===== config.mk =====
export PLATFORM = sky130hd
export DESIGN_NAME = oser16_word_sequencer
export DESIGN_NICKNAME = d
export VERILOG_FILES = /design/src/rtl/oser16_pkg.sv /design/src/rtl/oser16_word_fifo.sv /design/src/rtl/oser16_word_sequencer.sv
export SDC_FILE = /design/constraint.sdc
export NUM_CORES = 1
export LEC_CHECK = 0
export BUFFER_PORTS_ARGS = -buffer_cell sky130_fd_sc_hd__buf_2
export CORE_UTILIZATION = 55
export CTS_CLUSTER_SIZE = 30
export DETAILED_ROUTE_END_ITERATION = 10
export PLACE_DENSITY = 0.81
export SYNTH_ARGS = -nofsm -noshare
export SYNTH_HDL_FRONTEND = slang
export SYNTH_SLANG_ARGS = --single-unit

===== constraint.sdc =====
create_clock -name fclk_w -period 3.02 [get_ports fclk_w]
set_clock_uncertainty 0.1 [all_clocks]
set_input_delay 0.302 -clock fclk_w [delete_from_list [all_inputs] [get_ports fclk_w]]
set_output_delay 0.302 -clock fclk_w [all_outputs]
set_load 0.05 [all_outputs]

===== src/rtl/oser16_pkg.sv =====
// Shared types and constants for the OSER16 word sequencer.
// Phase width fixes the PCLK divide at 8:1.
package oser16_pkg;

   localparam int DATA_W = 16;
   localparam int PH_W = 3;
   localparam logic [PH_W-1:0] PH_LAST = 3'd7;

   typedef enum logic [1:0] {
      HOLD,
      IDLE,
      STREAM
   } state_t;

endpackage


===== src/rtl/oser16_word_fifo.sv =====
// Show-ahead synchronous word FIFO feeding the sequencer.
// Pointers wrap modulo DEPTH; count disambiguates full/empty.
module oser16_word_fifo
   import oser16_pkg::*;
#(
   parameter int DEPTH = 4
) (
   input  logic                     fclk_w,
   input  logic                     rst,
   input  logic                     wr_en,
   input  logic [DATA_W-1:0]        wr_data,
   input  logic                     rd_en,
   output logic [DATA_W-1:0]        rd_data,
   output logic                     full,
   output logic                     empty,
   output logic [$clog2(DEPTH):0]   count
);

   localparam int AW = $clog2(DEPTH);

   logic [DATA_W-1:0] mem [DEPTH];
   logic [AW-1:0]     wr_ptr;
   logic [AW-1:0]     rd_ptr;
   logic              push;
   logic              pop;

   assign push    = wr_en && !full;
   assign pop     = rd_en && !empty;
   assign rd_data = mem[rd_ptr];
   assign full    = count == (AW+1)'(DEPTH);
   assign empty   = count == '0;

   always_ff @(posedge fclk_w) begin
      if (!rst) begin
         wr_ptr <= '0;
         rd_ptr <= '0;
         count  <= '0;
      end else begin
         if (push) wr_ptr <= wr_ptr + 1'b1;
         if (pop)  rd_ptr <= rd_ptr + 1'b1;
         case ({push, pop})
            2'b10:   count <= count + 1'b1;
            2'b01:   count <= count - 1'b1;
            default: ;
         endcase
      end
   end

   always_ff @(posedge fclk_w) begin
      if (push) mem[wr_ptr] <= wr_data;
   end

endmodule


===== src/rtl/oser16_word_sequencer.sv =====
// Feeds queued 16-bit words to an OSER16, one per PCLK period,
// generating PCLK (fclk_w/8) and the post-reset RESET hold.
module oser16_word_sequencer
   import oser16_pkg::*;
#(
   parameter logic [DATA_W-1:0] IDLE_WORD  = 16'h0000,
   parameter int                FIFO_DEPTH = 4,
   parameter int                HOLD_CYC   = 16
) (
   input  logic              fclk_w,
   input  logic              rst,
   input  logic [DATA_W-1:0] in_data,
   input  logic              in_valid,
   output logic              in_ready,
   output logic              pclk_o,
   output logic [DATA_W-1:0] oser_d,
   output logic              oser_reset,
   output logic              underrun,
   output logic [15:0]       words_sent,
   output logic              busy
);

   localparam int HW = $clog2(HOLD_CYC);
   localparam int CW = $clog2(FIFO_DEPTH) + 1;
   localparam logic [HW-1:0] HOLD_LAST = HW'(HOLD_CYC - 1);

   state_t            state;
   logic [PH_W-1:0]   ph;
   logic [PH_W-1:0]   ph_nxt;
   logic [HW-1:0]     hold;
   logic [DATA_W-1:0] head;
   logic              full;
   logic              empty;
   logic [CW-1:0]     count;
   logic              bnd;
   logic              push;
   logic              pop;

   assign ph_nxt   = ph + 1'b1;
   assign bnd      = ph == PH_LAST;
   assign in_ready = !full && state != HOLD;
   assign push     = in_valid && in_ready;
   assign pop      = bnd && !empty && state != HOLD;
   assign busy     = state == STREAM;

   oser16_word_fifo #(
      .DEPTH   (FIFO_DEPTH)
   ) u_fifo (
      .fclk_w  (fclk_w),
      .rst     (rst),
      .wr_en   (push),
      .wr_data (in_data),
      .rd_en   (pop),
      .rd_data (head),
      .full    (full),
      .empty   (empty),
      .count   (count)
   );

   // pclk_o is loaded from the next phase so it equals ph[2]
   always_ff @(posedge fclk_w) begin
      if (!rst) begin
         ph         <= '0;
         pclk_o     <= 1'b0;
         oser_d     <= IDLE_WORD;
         oser_reset <= 1'b1;
         underrun   <= 1'b0;
         words_sent <= '0;
         hold       <= '0;
         state      <= HOLD;
      end else begin
         ph       <= ph_nxt;
         pclk_o   <= ph_nxt[PH_W-1];
         underrun <= 1'b0;
         unique case (state)
            HOLD: begin
               if (hold == HOLD_LAST) begin
                  oser_reset <= 1'b0;
                  state      <= IDLE;
               end else begin
                  hold <= hold + 1'b1;
               end
            end
            IDLE: begin
               if (pop) begin
                  oser_d     <= head;
                  words_sent <= words_sent + 1'b1;
                  state      <= STREAM;
               end
            end
            STREAM: begin
               if (pop) begin
                  oser_d     <= head;
                  words_sent <= words_sent + 1'b1;
               end else if (bnd) begin
                  oser_d   <= IDLE_WORD;
                  underrun <= 1'b1;
                  state    <= IDLE;
               end
            end
            default: state <= HOLD;
         endcase
      end
   end

   always_ff @(posedge fclk_w) begin
      if (rst) assert (count <= CW'(FIFO_DEPTH));
   end

endmodule

After elaboration in Yosys (flattened, before gate mapping)
Memories as Yosys holds them, arrays and structs flattened. A register that Yosys moved wholly into a read port is not among the register bits. Index checks and enable logic that the tools add are counted.

Flip-flop bits (word level): 51. Bits in writable memories: 64. Input port bits: 19. Word-level logic and storage cells: 69. Memories kept: 1.

Add/subtract/negate cells: 7. Eq/ne operators: 12. Multiplexer cells: 15. Bitwise operators: 3. Reductions and logical operators: 20.

Memories: u_fifo.mem (words 4, width 16, read ports 1, clocked after memory_dff 1, write ports 1, line oser16_word_fifo.sv:21) `logic [DATA_W-1:0] mem [DEPTH];`.

Operators by type and width (count): $mux W16 (3); $pmux W16 S2 (1); $add A16 B1 Y16 const B (1); $mux W2 (6); $add A3 B1 Y3 const B (2); $eq A3 B3 Y1 const B (2); $logic_and A1 B1 Y1 (6); $pmux W2 S3 (1); $pmux W3 S2 (1); $reduce_and A2 Y1 (3); $reduce_bool A2 Y1 (3); $add A2 B1 Y2 const B (2); $add A4 B1 Y4 const B (1); $eq A2 B1 Y1 const B (2); $eq A2 B2 Y1 const B (2); $eq A4 B4 Y1 const B (1); $ne A2 B1 Y1 const B (2); $ne A2 B2 Y1 const B (2); $reduce_and A4 Y1 (1); $logic_not A3 Y1 (1); $mux W1 (3); $ne A3 B1 Y1 const B (1); $not A1 Y1 (3); $reduce_and A3 Y1 (1); other kinds (5) (6).

Logic depth before layout (Yosys ltp)
Gate-level depths: netlist of run 1.

Word-level depth: 7. Gate-level depth with buffers: 11. Depth with buffers taken out: 10.

Cells and area by module
Synthesis of run 1 repeated with hierarchy kept, for this count alone.

Cells, all modules: 350. Area total of the unflattened synthesis: 4665.7 sq um.

By module, submodules not included: oser16_word_fifo (instances 1, cells an instance 138, area each 2817.7 sq um); oser16_word_sequencer (instances 1, cells an instance 212, area each 1848.0 sq um).

Worst setup path before layout of run 1
OpenSTA, ideal clock, no wires.

Kind: register -> register. Start: reg pclk_o (netlist name). End: reg u_fifo.count[2]. Library setup time: 70 ps. Data arrival time: 2577 ps. Path slack: 273 ps. Stages on the path, launching flop included: 11. Path buffers: 1. Clock period less this slack: 2747 ps. Cells stage by stage: dfxtp_1 -> ha_1 -> and2b_1 -> and2_1 -> buf_2 -> ha_1 -> inv_1 -> fa_1 -> xor2_1 -> or3_1 -> a21oi_1.

RTL lines: end signal, assigned (line oser16_word_fifo.sv:42) `2'b10: count <= count + 1'b1;`; end signal, assigned (line oser16_word_fifo.sv:43) `2'b01: count <= count - 1'b1;`; end, declared (line oser16_word_fifo.sv:16) `output logic [$clog2(DEPTH):0] count`.

Worst setup path after layout of run 1
Start: reg state[0]. End: reg u_fifo.count[2].

Longest elaborated chain between the ends: 6.

RTL lines: start, declared (line oser16_word_sequencer.sv:27) `state_t state;`; start signal, assigned (line oser16_word_sequencer.sv:70) `state <= HOLD;`; start signal, assigned (line oser16_word_sequencer.sv:79) `state <= IDLE;`; start signal, assigned (line oser16_word_sequencer.sv:88) `state <= STREAM;`; $reduce_bool A2 Y1 * (line oser16_word_sequencer.sv:41, oser16_word_sequencer.sv:43); $logic_and A1 B1 Y1 (line oser16_word_sequencer.sv:41) `assign in_ready = !full && state != HOLD;`; $logic_and A1 B1 Y1 (line oser16_word_sequencer.sv:42) `assign push = in_valid && in_ready;`; $logic_and A1 B1 Y1 (line oser16_word_fifo.sv:27) `assign push = wr_en && !full;`; $eq A2 B1 Y1 or $eq A2 B2 Y1 (tied branches) (line oser16_word_fifo.sv:41) `case ({push, pop})`; $pmux W3 S2 or $reduce_bool A2 Y1 (tied branches).

Every way passes the cells marked *; elsewhere a longest branch is shown, timed or not. A chain may end at the register's enable or synchronous reset.

==> run metrics, run 1 <==
CTS tree built; max cap viols 0; sequential share of the synthesized area between 60% and 70%; critical path fanouts, max 6; drt first pass iters 4; number of cell rows 33; CTS max path bufs 2; Worst-Skew Late Latency approximately 0.51 ns; Hold-fix buffers, CTS 17; CTS Buf Count 17; Slew headroom 43.9%; R2R cell count 10; Final Wtd Congestion roughly 0.79; Syn Inst Count 334; Yosys warning count 0; Pleak roughly 2.2 nW; commonest cells after routing, fill and taps aside edfxtp_1 (64), buf_2 (55), dfxtp_1 (52); Final ANT Viol Nets 0; Routed WL per cell 16.8 µm; critical-path cell list inv_1 > ha_1 > and2b_1 > and2_1 > ha_1 > inv_1 > fa_1 > xor2_1 > or3_1 > a21oi_1; Synth-to-Final Area Change 23.9%; Worst Path Required roughly 3.4 ns; Final #Nets 452; Syn Nets about 370; clock-pin slew on the worst setup and hold paths approximately 0.060 ns; Crit Path Class reg -> reg; Min-Delay Path Class in -> reg; root buffer cell clkbuf_8; chip width 93.6 µm; async set-reset flop share out of synthesis 0%; synthesized flop and latch total between 100 and 150; largest net degree at the start of global routing 24; Final Cycle Share approximately 94%; GRT Overall Usage 22.4%; total I/O pin count 56; PwrDens about 650 nW/µm²; post-cts gate resize count 0; Worst VDD drop between 400 and 500 µV; Synth Cell Area 4620 µm²; global-route wire length before repair around 14 mm; PortBufs 55; worst hold path stage count 5; ant diodes 0; Top FF cell, synth edfxtp_1; total gr overflow 0; initial antenna violation count 0; crit path DAT ~3.2 ns; Max Fclk roughly 350 MHz; Final min period about 2.8 ns; CTS Sinks approximately 120; Cell Area, Placed roughly 5000 µm²; Final Cell Area about 5700 µm²; CP peak stage delay 0.39 ns; commonest non-fill, non-tap cell in the layout edfxtp_1; post-DP HPWL around 5.3 mm; CP max stage cell dfxtp_1; Die Ht approximately 94 µm; worst slew pin tran roughly 0.84 ns; Final Routed Wirelength approximately 9.1 mm; Setup Viol. Count Final 0; core box area 8180 µm²; post-CTS setup buffers 0; H-tree depth 4; layout cells sized above 1 26.3%; number of global-route vias before repair around 3000; status completed; DRT iter0 DRCs between 150 and 200; setup TNS 0 ns; Mean Syn Cell Area 13.8 µm²; Setup crit end kind flop; Worst setup SP type flop; EDFF count, synth 64; via count between 3000 and 4000; final slew viol count 0; Final Hold Viols 0; die area between 8000 and 9000 µm²; initial core utilization 56.5%; Remaining DRCs 0; RSZ-0062 raised after global routing no; count of cell types in the netlist 42; drt via density about 5.6
final timing paths:
kind	start	endpoint	slack, ns
hold / removal	in_valid	u_fifo.wr_ptr[0]	0.14
setup reg to reg	state[0]	u_fifo.count[2]	0.19
setup / recovery	state[0]	u_fifo.count[2]	0.19
hold reg to reg	ph[0]	ph[0]	0.33
routing by layer:
| layer | track usage, % | share of wire [%] | vias up |
|---|---|---|---|
| li1 | - | - | 1433 |
| met1 | 28.6 | 44 | 1475 |
| met2 | 35.0 | 48 | 100 |
| met3 | 6.75 | 5.3 | 21 |
| met4 | 11.2 | 2.6 | 0 |
| met5 | 0 | 0 | - |
report_power, final:
| group | total, W | leakage [nW] | switching [W] | internal (W) |
|---|---|---|---|---|
| Clock | 0.00178 | 0.255 | 0.000692 | 0.00108 |
| Combinational | 0.000223 | 0.899 | 0.000145 | 0.0000780 |
| Sequential | 0.00172 | 0.996 | 0.0000208 | 0.00170 |
| Total | 0.00372 | 2.15 | 0.000858 | 0.00286 |
cell usage after synthesis (2+ instances only):
cell type  instances  area [µm²]
o2bb2ai_1         15         131
mux4_2            16         360
dfxtp_1           52        1040
clkbuf_1           7        26.3
edfxtp_1          64        1920
and2_1             7        43.8
o21ai_0            6        30.0
nor2_1            21        78.8
buf_2              4        20.0
xor2_1             7        61.3
a31oi_1            2        12.5
nand3_1           10        50.1
nand2_1           10        37.5
mux2i_1            2        20.0
inv_1             28         105
or3_1              5        31.3
and3_1             3        18.8
o31ai_1            9        67.6
nor3_1             3        15.0
ha_1              12         150
xnor2_1            4        35.0
nand4_1            4        25.0
a21oi_1           16        80.1
or4_1              8        60.1
a211oi_1           2        15.0
sequential cells by signal, summed over array words and instances, names as in the netlist, named ones only:
| name | cells |
|---|---|
| underrun | 1 |
| ph | 2 |
| u_fifo.count | 3 |
| pclk_o | 1 |
| oser_d | 16 |
| u_fifo.mem | 64 |
| u_fifo.rd_ptr | 2 |
| oser_reset | 1 |
| words_sent | 16 |
| hold | 4 |
| u_fifo.wr_ptr | 2 |
| state | 2 |
critical path: cells and delay by family, from the launching register on:
kind,cells,cell delay [ns]
flip-flops,1,0.39
XOR/XNOR,1,0.16
AND/OR/NAND/NOR,3,0.95
AO/OA/AOI/OAI,1,0.16
adder cells (fa/ha/maj),3,0.85
buffers and inverters,2,0.16
per-stage QoR:
stage,utilization (%),setup WS (ns),total power (W),hold slack (ns),std cells
floorplan,-,0.273,0.00189,0.264,334
global placement,61.4,0.402,0.00194,0.306,489
detailed placement,61.4,0.309,0.00195,0.319,489
CTS,70.0,0.232,0.00374,0.122,538
global route,70.0,0.0150,0.00383,0.164,538
finish,70.0,0.194,0.00372,0.141,538
layout make-up:
type	count	area [µm²]
Clock inverter	13	111
Inverter	28	105
Tap cell	105	131
Clock buffer	19	422
Fill cell	554	2450
Sequential cell	116	2960
Timing Repair Buffer	80	505
Multi-Input combinational cell	177	1490
logic make-up after synthesis:
group                    count (synthesis)  synth area share, %
XOR/XNOR                                11                 2.09
AND/OR/NAND/NOR                         80                 9.59
AO/OA/AOI/OAI                           55                 8.56
multiplexers                            18                 8.24
flip-flops                             116                 64.2
buffers and inverters                   41                 3.68
adder cells (fa/ha/maj)                 13                 3.68
No activity file was read; power rests on OpenSTA's default activity.
==> run 2, diff against run 1 <==
ABC_AREA = 1   (was unset)
==> run 2 against run 1 <==
  * Non-clock buffer count is 2 lower
  * Critical path depth is 1 higher
  * Highest routed layer unchanged
  * Setup slack improved by 0.41 ns
  * Design area rose by 6.7%
  * Total power rose by 43%
  * Synthesized cell count rose by 67%
  * Routed wire length up 18%
  * First-iteration DRC count is 3.0% higher
  * Maximum frequency increased by 17%
  * Largest power group unchanged
  * Hold slack got worse by 0.038 ns
  * Register-to-register slack improved by 0.41 ns
  * Global-route usage is 1.9 points higher
==> run metrics, run 2 <==
Synth Cell Area 5000 µm² (+8.4%); async set-reset flop share out of synthesis 0% (unchanged); post-cts gate resize count 0 (unchanged); sequential cell area 2960 µm² (unchanged); fill cell count 647 (+17%); PortBufs 55 (unchanged); CTS Buf Count 17 (unchanged); Synth area leaders edfxtp_1 (38%), dfxtp_1 (21%), nand2_1 (8.9%); max reg flops 64 (unchanged); total gr overflow 0 (unchanged); most frequent cell on the critical path a21oi_1; Top FF cell, synth edfxtp_1; H-tree depth 4 (unchanged); Max Fclk 415 MHz (+17%); CTS max path bufs 2 (unchanged); DRT iter0 DRCs 203 (+3.0%); Setup Viol. Count Final 0 (unchanged); GRT Overall Usage 24.3% (+1.9 points); final slew viol count 0 (unchanged); CTS Sinks 116 (unchanged); Yosys warning count 0 (unchanged); clock-pin slew on the worst setup and hold paths 0.06 ns (about the same); global-route wire length before repair 17.8 mm (+24%); Remaining DRCs 0 (unchanged); largest net degree at the start of global routing 41 (+71%); crit path DAT 2.72 ns (-0.44 ns); Cell Area, Placed 5360 µm² (+6.8%); Synth-to-Final Area Change 22.0%; worst slew pin tran 0.805 ns (-0.0356 ns); total placed cells including tap cells 710 (+45%); RSZ-0062 raised after global routing no; count of cell types in the netlist 31 (-26%); Worst setup SP type flop; Die Ht 97.4 µm (+4.0%); CP peak stage delay 0.39 ns (about the same); post-DP HPWL 6.31 mm (+18%); Worst-Skew Late Latency 0.53 ns (+0.02 ns); die area 9480 µm² (+8.2%); Final #Nets 669 (+48%); layout cells sized above 1 16.5% (-9.9 points); synthesized flop and latch total 116 (unchanged); Crit Path Class reg -> reg; Routed WL per cell 14.1 µm (-16%); Hold-fix buffers, CTS 16 (-1); Final min period 2.41 ns (-0.414 ns); initial antenna violation count 0 (unchanged); critical-path cell list inv_1 > ha_1 > a21oi_1 > nand2_1 > ha_1 > inv_1 > fa_1 > a21oi_1 > o21ai_0 > o21ai_0 > a21oi_1; Final Cell Area 6110 µm² (+6.7%); Mean Syn Cell Area 8.97 µm² (-35%); EDFF count, synth 64 (unchanged); Commonest cells post-synth nand2_1 (118), nor2_1 (118), inv_1 (65); commonest cells after routing, fill and taps aside nand2_1 (118), nor2_1 (118), inv_1 (65); R2R cell count 11 (+1); status completed; number of global-route vias before repair 3827 (+28%); Final Cycle Share 79.9% (-14 points); critical path fanouts, max 9 (+3); area of the multi-input gates 1690 µm² (+14%); Finished Layout Cells 758 (+41%); sequential share of the synthesized area 59.2% (-5.0 points); post-CTS setup buffers 0 (unchanged); Pleak 2.63 nW (+22%); Worst Path Required 3.33 ns (-0.02 ns); Slew headroom 46.3% (+2.4 points); largest reg by FF count u_fifo.mem; core box area 8760 µm² (+7.2%); Final Hold Viols 0 (unchanged); max cap viols 0 (unchanged); area leader, netlist edfxtp_1; ant diodes 0 (unchanged); drt via density 5.19 (-7.8%); via count 3933 (+30%); CP max stage cell fa_1; initial core utilization 57.1% (+0.62 points); Final Routed Wirelength 10.7 mm (+18%); top-area cell type share of the netlist area 38.4% (-3.2 points); Syn Nets 590 (+61%); Syn Inst Count 558 (+67%); Min-Delay Path Class in -> reg; Final ANT Viol Nets 0 (unchanged); worst hold path stage count 3 (-2); drt first pass iters 5 (+1); number of cell rows 34 (+3.0%); chip width 97.4 µm (+4.0%); root buffer cell clkbuf_8; Worst VDD drop 559 µV (+21%); largest registers u_fifo.mem: 64 flops, oser_d: 16 flops, words_sent: 16 flops; Setup crit end kind flop; CTS tree built; PwrDens 869 nW/µm² (+34%); total I/O pin count 56 (unchanged); Final Wtd Congestion 0.775 (-2.4%)
==> run 2: cell types whose count changed in the layout (fill, tap and decap cells not counted), moves of 5 or more <==
cell       before  now
nand2_1        10  118
nor2_1         21  118
o21ai_0         6   47
inv_1          28   65
mux4_2         16    0
o2bb2ai_1      15    0
o31ai_1         9    1
or4_1           8    0
a21oi_1        16   23
and2_1          7    0
xor2_1          7    1
inv_6           1    6
or3_1           5    0
==> run 2: layout make-up <==
| type | count | area share, % |
|---|---|---|
| well taps | 108 | 2.21 |
| repair buffers | 78 | 7.99 |
| multi-input cells | 358 | 27.6 |
| inverters | 66 | 4.06 |
| flip-flops and latches | 116 | 48.5 |
| clock inverters | 14 | 2.75 |
| clock buffers | 18 | 6.84 |
==> run 2: final timing paths <==
check	end	slack, ns	from
max	u_fifo.count[2]	0.61	state[0]
max reg2reg	u_fifo.count[2]	0.61	state[0]
min reg2reg	ph[0]	0.32	ph[0]
min	ph[0]	0.10	rst
==> run 2: critical path, delay by kind of cell (launching register included) <==
kind	cells	cell delay (ns)
adder cells (fa/ha/maj)	3	0.91
AO/OA/AOI/OAI	5	0.58
flip-flops	1	0.32
AND/OR/NAND/NOR	1	0.24
buffers and inverters	2	0.15
==> run 2: per-layer routing <==
metal  GRT usage (%)  part of all wire, %
met5               0                    0
met4            11.4                  2.9
met3            7.12                  6.5
met2            41.1                   50
met1            28.5                   40
==> run 2: stage by stage <==
stage	hold slack (ns)	total power (W)	setup WS [ns]	TNS, ns	util [%]
final	0.103	0.00531	0.608	0	69.7
after global routing	0.103	0.00558	0.365	0	69.7
after CTS	0.101	0.00531	0.633	0	69.7
after floorplan	0.299	0.00304	-0.103	-6.59	-
after detailed placement	0.317	0.00331	0.632	0	61.2
after global placement	0.305	0.00327	0.749	0	61.2
==> run 2: cell families (layout without fill, tap and decap cells) <==
| family | count (synthesis) | count (layout) | share of synthesized area (%) |
|---|---|---|---|
| AOI/OAI and AO/OA | 72 | 72 | 7.30 |
| xor gates and xnor gates | 2 | 2 | 0.350 |
| adders and majority gates | 13 | 13 | 3.40 |
| buffers and inverters | 84 | 176 | 7.10 |
| DFF | 116 | 116 | 59.2 |
| and+or+nand+nor | 271 | 271 | 22.7 |
==> run 2: where the power goes <==
part	switching (W)	internal, W	total, W
Sequential	0.0000836	0.00185	0.00193
Clock	0.000788	0.00120	0.00199
Combinational	0.00101	0.000372	0.00138
